### config.mk
export PLATFORM = sky130hd
export DESIGN_NAME = seg_display_ctrl
export DESIGN_NICKNAME = d
export VERILOG_FILES = /design/src/rtl/seg_pkg.sv /design/src/rtl/btn_debouncer.sv /design/src/rtl/seg_display_ctrl.sv
export SDC_FILE = /design/constraint.sdc
export NUM_CORES = 1
export LEC_CHECK = 0
export ABC_AREA = 1
export BUFFER_PORTS_ARGS = -buffer_cell sky130_fd_sc_hd__clkbuf_2
export CORE_MARGIN = 4
export CORE_UTILIZATION = 64
export CTS_CLUSTER_SIZE = 8
export DETAILED_ROUTE_END_ITERATION = 6
export PLACE_DENSITY = 0.89
export SETUP_SLACK_MARGIN = 0.15
export SLEW_MARGIN = 20
export SYNTH_ARGS = -nofsm -noshare
export SYNTH_HDL_FRONTEND = slang
export SYNTH_SLANG_ARGS = --single-unit
### constraint.sdc
create_clock -name clk -period 4.5 [get_ports clk]
set_input_delay 0.675 -clock clk [delete_from_list [all_inputs] [get_ports clk]]
set_output_delay 0.675 -clock clk [all_outputs]
set_load 0.1 [all_outputs]
### src/rtl/seg_pkg.sv
// Shared types and constants for the seven-segment readout.
// Glyphs are active-low, bit order gfedcba.
package seg_pkg;

   typedef enum logic [1:0] {
      IDLE,
      CONV,
      DONE
   } state_t;

   localparam logic [6:0] SEG_BLANK = 7'h7F;
   localparam logic [6:0] SEG_DASH  = 7'h3F;

   // Entry 0 in the low bits, entry F in the high bits.
   localparam logic [16*7-1:0] HEX_GLYPHS = {
      7'h0E, 7'h06, 7'h21, 7'h46,
      7'h03, 7'h08, 7'h10, 7'h00,
      7'h78, 7'h02, 7'h12, 7'h19,
      7'h30, 7'h24, 7'h79, 7'h40
   };

   function automatic logic [6:0] hex_glyph(input logic [3:0] n);
      return HEX_GLYPHS[7*int'(n) +: 7];
   endfunction

   // ceil(w*log10(2) + 1) decimal digits
   function automatic int bcd_digits(input int w);
      return (w * 30103 + 199_999) / 100_000;
   endfunction

endpackage

### src/rtl/btn_debouncer.sv
// Two-flop synchroniser plus stability counter for an active-low key.
// press pulses for one cycle when the debounced level falls.
module btn_debouncer
   import seg_pkg::*;
#(
   parameter int DEBOUNCE_CYCLES = 500_000
) (
   input  logic clk,
   input  logic reset,
   input  logic btn_n,
   output logic press
);

   localparam int CNT_W =
      (DEBOUNCE_CYCLES > 1) ? $clog2(DEBOUNCE_CYCLES) : 1;
   localparam logic [CNT_W-1:0] CNT_MAX =
      CNT_W'(DEBOUNCE_CYCLES - 1);

   logic             sync1_q;
   logic             sync2_q;
   logic             level_q;
   logic [CNT_W-1:0] cnt_q;
   logic             flip;

   assign flip  = (sync2_q != level_q) && (cnt_q == CNT_MAX);
   assign press = flip && level_q;

   always_ff @(posedge clk or negedge reset) begin
      if (!reset) begin
         sync1_q <= 1'b1;
         sync2_q <= 1'b1;
         level_q <= 1'b1;
         cnt_q   <= '0;
      end else begin
         sync1_q <= btn_n;
         sync2_q <= sync1_q;
         if (sync2_q == level_q) begin
            cnt_q <= '0;
         end else if (flip) begin
            level_q <= sync2_q;
            cnt_q   <= '0;
         end else begin
            cnt_q <= cnt_q + 1'b1;
         end
      end
   end

endmodule

### src/rtl/seg_display_ctrl.sv
// Multi-channel seven-segment debug readout, hex or double-dabble decimal.
// Define SEG_LEADING_ZERO_BLANK_EN to blank leading decimal zeros.
module seg_display_ctrl
   import seg_pkg::*;
#(
   parameter int DATA_W          = 16,
   parameter int DIGITS          = 4,
   parameter int CHANNELS        = 4,
   parameter int DEBOUNCE_CYCLES = 500_000,
   parameter int REFRESH_CYCLES  = 2_500_000,
   localparam int SEL_W = (CHANNELS > 1) ? $clog2(CHANNELS) : 1
) (
   input  logic                       clk,
   input  logic                       reset,
   input  logic [CHANNELS*DATA_W-1:0] ch_data,
   input  logic                       next_btn_n,
   input  logic                       mode_dec,
   output logic [DIGITS*7-1:0]        seg,
   output logic [SEL_W-1:0]           ch_sel,
   output logic                       busy,
   output logic                       overflow
);

   localparam int BCD_N  = bcd_digits(DATA_W);
   localparam int BCD_W  = 4 * BCD_N;
   localparam int SH_W   = BCD_W + DATA_W;
   localparam int HEX_N  = (DATA_W + 3) / 4;
   localparam int DEC_W  = 4 * ((BCD_N > DIGITS) ? BCD_N : DIGITS);
   localparam int HEX_W  = 4 * ((HEX_N > DIGITS) ? HEX_N : DIGITS);
   localparam int IT_W   = (DATA_W > 1) ? $clog2(DATA_W) : 1;
   localparam int REF_W  =
      (REFRESH_CYCLES > 1) ? $clog2(REFRESH_CYCLES) : 1;

   localparam logic [IT_W-1:0]  IT_LAST  = IT_W'(DATA_W - 1);
   localparam logic [REF_W-1:0] REF_LAST = REF_W'(REFRESH_CYCLES - 1);
   localparam logic [SEL_W-1:0] SEL_LAST = SEL_W'(CHANNELS - 1);

   state_t              state_q;
   state_t              state_d;
   logic                take;
   logic                press;
   logic                ref_wrap;
   logic                pending_q;
   logic [REF_W-1:0]    ref_cnt_q;
   logic [SEL_W-1:0]    sel_q;
   logic                mode_q;
   logic [SH_W-1:0]     shreg_q;
   logic [IT_W-1:0]     iter_q;
   logic [DIGITS*7-1:0] seg_q;
   logic [DIGITS*7-1:0] seg_d;
   logic                ovf_q;
   logic                ovf_d;
   logic [DEC_W-1:0]    dec_pad;
   logic [HEX_W-1:0]    hex_pad;
   logic [DATA_W-1:0]   ch_word [CHANNELS];
`ifdef SEG_LEADING_ZERO_BLANK_EN
   logic                lead;
`endif

   for (genvar k = 0; k < CHANNELS; k++) begin : g_ch
      assign ch_word[k] = ch_data[k*DATA_W +: DATA_W];
   end

   btn_debouncer #(
      .DEBOUNCE_CYCLES(DEBOUNCE_CYCLES)
   ) u_btn (
      .clk   (clk),
      .reset (reset),
      .btn_n (next_btn_n),
      .press (press)
   );

   // One double-dabble iteration: add-3 correction, then shift.
   function automatic logic [SH_W-1:0] dd_step(
      input logic [SH_W-1:0] s
   );
      logic [SH_W-1:0] t;
      t = s;
      for (int i = 0; i < BCD_N; i++) begin
         if (t[DATA_W+4*i +: 4] >= 4'd5)
            t[DATA_W+4*i +: 4] = t[DATA_W+4*i +: 4] + 4'd3;
      end
      return t << 1;
   endfunction

   assign ref_wrap = (ref_cnt_q == REF_LAST);
   assign dec_pad  = DEC_W'(shreg_q[SH_W-1 -: BCD_W]);
   assign hex_pad  = HEX_W'(shreg_q[DATA_W-1:0]);

   always_ff @(posedge clk or negedge reset) begin
      if (!reset) state_q <= IDLE;
      else        state_q <= state_d;
   end

   always_comb begin
      state_d = state_q;
      take    = 1'b0;
      unique case (state_q)
         IDLE: begin
            if (pending_q) begin
               take    = 1'b1;
               state_d = mode_dec ? CONV : DONE;
            end
         end
         CONV: begin
            if (iter_q == IT_LAST) state_d = DONE;
         end
         DONE:    state_d = IDLE;
         default: state_d = IDLE;
      endcase
   end

   always_comb begin
      seg_d = '1;
      ovf_d = 1'b0;
`ifdef SEG_LEADING_ZERO_BLANK_EN
      lead  = 1'b1;
`endif
      unique case (1'b1)
         mode_q: begin
            ovf_d = |(dec_pad >> (4 * DIGITS));
            for (int d = 0; d < DIGITS; d++)
               seg_d[7*d +: 7] = hex_glyph(dec_pad[4*d +: 4]);
`ifdef SEG_LEADING_ZERO_BLANK_EN
            for (int d = DIGITS - 1; d > 0; d--) begin
               if (dec_pad[4*d +: 4] != 4'd0) lead = 1'b0;
               if (lead) seg_d[7*d +: 7] = SEG_BLANK;
            end
`endif
         end
         !mode_q: begin
            ovf_d = |(hex_pad >> (4 * DIGITS));
            for (int d = 0; d < DIGITS; d++)
               seg_d[7*d +: 7] = hex_glyph(hex_pad[4*d +: 4]);
         end
         default: ;
      endcase
      if (ovf_d) seg_d = {DIGITS{SEG_DASH}};
   end

   // A new request wins over the clear so merged requests are never lost.
   always_ff @(posedge clk or negedge reset) begin
      if (!reset) begin
         pending_q <= 1'b1;
         ref_cnt_q <= '0;
         sel_q     <= '0;
         mode_q    <= 1'b0;
         shreg_q   <= '0;
         iter_q    <= '0;
         seg_q     <= '1;
         ovf_q     <= 1'b0;
      end else begin
         pending_q <= (pending_q & ~take) | press | ref_wrap;
         ref_cnt_q <= (press | ref_wrap) ? '0 : ref_cnt_q + 1'b1;
         if (press)
            sel_q <= (sel_q == SEL_LAST) ? '0 : sel_q + 1'b1;
         if (take) begin
            mode_q  <= mode_dec;
            shreg_q <= SH_W'(ch_word[sel_q]);
            iter_q  <= '0;
         end else if (state_q == CONV) begin
            shreg_q <= dd_step(shreg_q);
            iter_q  <= iter_q + 1'b1;
         end
         if (state_q == DONE) begin
            seg_q <= seg_d;
            ovf_q <= ovf_d;
         end
      end
   end

   assign seg      = seg_q;
   assign overflow = ovf_q;
   assign ch_sel   = sel_q;
   assign busy     = (state_q == CONV);

endmodule

==> run_results.csv <==
group,metric,value,unit
yosys,synth.area.top_cells,"dfrtp_1 29%, nand2_1 13%, dfstp_2 11%",
yosys,synth_edf_count,0,
worst_hold_path,min_path_type,"input port to async pin",
power_and_ir_drop,leakagePower,4.35,nW
place,place.port_buffers,99,
layout,fillers,888,
cts,clkTransAtPathRegs,0.06,ns
drt,ant_nets,0,
sta,skew,0.00975,ns
cts,clk_latency,0.42,ns
cts,ctsRootBufferMaster,"clkbuf_16",
sta,fin_setup_tns,0,ns
drt,drt_pass1_iterations,6,
sta,period_needed,2.48,ns
sta,post-route-period-util,55.2,%
place,placed_cell_area,8400,µm²
worst_setup_path,worstSetupStartpointType,"flip-flop",
layout,antennaDiodeCount,0,
layout,nNetsFinal,1260,
floorplanning,die_area,14100,µm²
global_routing,antenna_found_initial,0,
layout,fin_cells,1311,
cts,htreeDepth,4,
yosys,synthesis.area,7830,µm²
yosys,synth_cell_types,42,
drt,wl,19.3,mm
layout,synthToLayoutAreaGrowth,14.6,%
worst_setup_path,crit_path_end_kind,"primary output",
cts,cts_tree,"done",
cts,numCtsBuffers,17,
run_status,outcome,"complete, no violations",
yosys,seq_area_frac_synth,39.8,%
place,pre_cts_ws,2.27,ns
cts,cts_hold_buf,0,
worst_setup_path,ff2ff_path_depth,9,
place,dpl.cell_count,1279,
yosys,synth_area_per_cell,7.42,µm²
drt,vias_per_cell,5.71,
power_and_ir_drop,power_frac_clock,52.5,%
yosys,synth_nets,1164,
floorplanning,rows,40,
power_and_ir_drop,irDropWorstVdd,0.000230,V
sta,setup_slack,2.02,ns
power_and_ir_drop,switching_share,23.5,%
worst_setup_path,critPathKind,"flip-flop to primary output",
floorplanning,ios,100,
place,gp_congestion,0.960,
worst_setup_path,required,3.83,ns
sta,hold_violations,0,
global_routing,grt_pass1_vias,7171,
floorplanning,core-area,12000,µm²
floorplanning,initial_core_util,65.2,%
power_and_ir_drop,p_seq_share,44.6,%
flow_run,cap_violations,0,
cts,cts_setup_buffers,0,
yosys,synth.most_common_cell,"nand2_1",
worst_setup_path,cp_top_family,"buffers and inverters",
worst_setup_path,crit_cells,4,
floorplanning,die_y,119,µm
drt,remaining_drc_errors,0,
power_and_ir_drop,powerDensity,278,nW/µm²
worst_setup_path,cp_num_buf_inv,3,
place,dp_hpwl,13.7,mm
worst_setup_path,arrival,1.81,ns
sta,setup-violations-final,0,
worst_setup_path,cp_slowest_stage_delay,0.41,ns
cts,clk_path_buf_depth,2,
sta,whs,0.212,ns
sta,max_freq,0.402,GHz
power_and_ir_drop,p_int,1.91,mW
sta,tightest_slew,1.01,ns
sta,slew_violations,0,
yosys,async_flop_share,100,%
yosys,ys_ff_latch,123,
yosys,yosysTopAreaCell,"dfrtp_1",
sta,rsz0062_at_grt,"no",
yosys,synthTopCellsByCount,"263 x nand2_1, 149 x nor2_1, 109 x inv_1",
yosys,yosys_warnings,0,
layout,stdcell_area,8970,µm²
yosys,syn_inst,1055,
yosys,synthFlopType,"dfrtp_1",
drt,drt_iter0_markers,788,
power_and_ir_drop,power_switching,586,µW
worst_setup_path,crit_chain,"nand2_1 > buf_4 > clkinv_1 > clkbuf_2",
yosys,synth_top_area_share,29.1,%
cts,ctsResizeCount,0,
drt,route.vias.total,7492,
sta,relSlewSlack,32.3,%
global_routing,grt-ovfl-total,0,
cts,cts_sinks,123,
power_and_ir_drop,p_comb_share,2.9,%
worst_setup_path,cp_slowest_cell,"dfrtp_1",
global_routing,grt_max_degree,49,
layout,drive_gt1_share,19.8,%
drt,wire_per_inst,14.7,µm
floorplanning,fp.dieW,119,µm
global_routing,grt_pass1_wl,32.8,mm
worst_setup_path,crit_fanout,29,
global_routing,gr-usage-all-layers,28.3,%
==> area by class of cell <==
cell class              instances  area (µm²)  share of cell area, %
inverters                     118         443                   4.94
flip-flops and latches        123        3120                   34.7
well taps                     147         184                   2.05
clock inverters                15         144                   1.60
repair buffers                107         558                   6.22
clock buffers                  17         425                   4.74
multi-input cells             784        4100                   45.7
==> cell usage in the layout, fill, tap and decap left out, types with 32 or more instances in the layout <==
master and instances:
nand2_1 263, nor2_1 148, inv_1 109, nand3_1 102, clkbuf_2 98, dfrtp_1 91
o21ai_0 49, ha_1 41, a21oi_1 33, dfstp_2 32
==> path summary, 6_finish.rpt <==
kind	slack [ns]	startpoint	endpoint
setup / recovery	2.02	state_q[0]	busy
hold / removal	0.21	reset	shreg_q[31]
setup reg to reg	2.24	shreg_q[32]	seg[9]
hold reg to reg	0.36	u_btn.sync1_q	u_btn.sync2_q
max in group asynchronous	3.31	reset	ref_cnt_q[8]
min in group clk	0.34	next_btn_n	u_btn.sync1_q
==> state kept, by name, summed over array words and instances (netlist names) <==
register	cells
shreg_q	40
seg	28
ref_cnt_q	22
u_btn.cnt_q	19
iter_q	4
ch_sel	2
state_q	2
mode_q	1
overflow	1
pending_q	1
u_btn.level_q	1
u_btn.sync1_q	1
u_btn.sync2_q	1
==> through the flow <==
step	util, %	total power [mW]
after floorplan	-	1.15
after global placement	70.0	1.20
after detailed placement	70.0	1.20
after CTS	74.7	2.49
after global routing	74.7	2.55
final	74.7	2.49
==> cells by family (layout without fill, tap and decap cells) <==
| logic type | after synthesis | count (layout) | share of synthesized area, % |
|---|---|---|---|
| simple gates | 573 | 573 | 31.2 |
| buf+inv | 148 | 257 | 7.86 |
| compound gates | 147 | 147 | 12.0 |
| flops | 123 | 123 | 39.8 |
| fa+ha+maj | 41 | 41 | 6.55 |
| xor+xnor | 23 | 23 | 2.57 |
==> routing by layer <==
metal,vias up,GRT usage (%),part of all wire (%)
met5,-,0,0
met2,337,47.0,47
met4,0,11.2,2.7
li1,3620,-,-
met1,3484,36.8,43
met3,51,4.88,7.2
==> power by group through the flow <==
| stage | clock network [mW] | registers (mW) | logic [mW] |
|---|---|---|---|
| 2_1_floorplan | 0 | 1.13 | 0.0170 |
| 3_3_place_gp | 0 | 1.13 | 0.0716 |
| 3_5_place_dp | 0 | 1.13 | 0.0725 |
| 4_1_cts | 1.30 | 1.11 | 0.0736 |
| 5_1_grt | 1.36 | 1.11 | 0.0840 |
| 6_report | 1.31 | 1.11 | 0.0721 |
(Power assumes the default switching activity.)
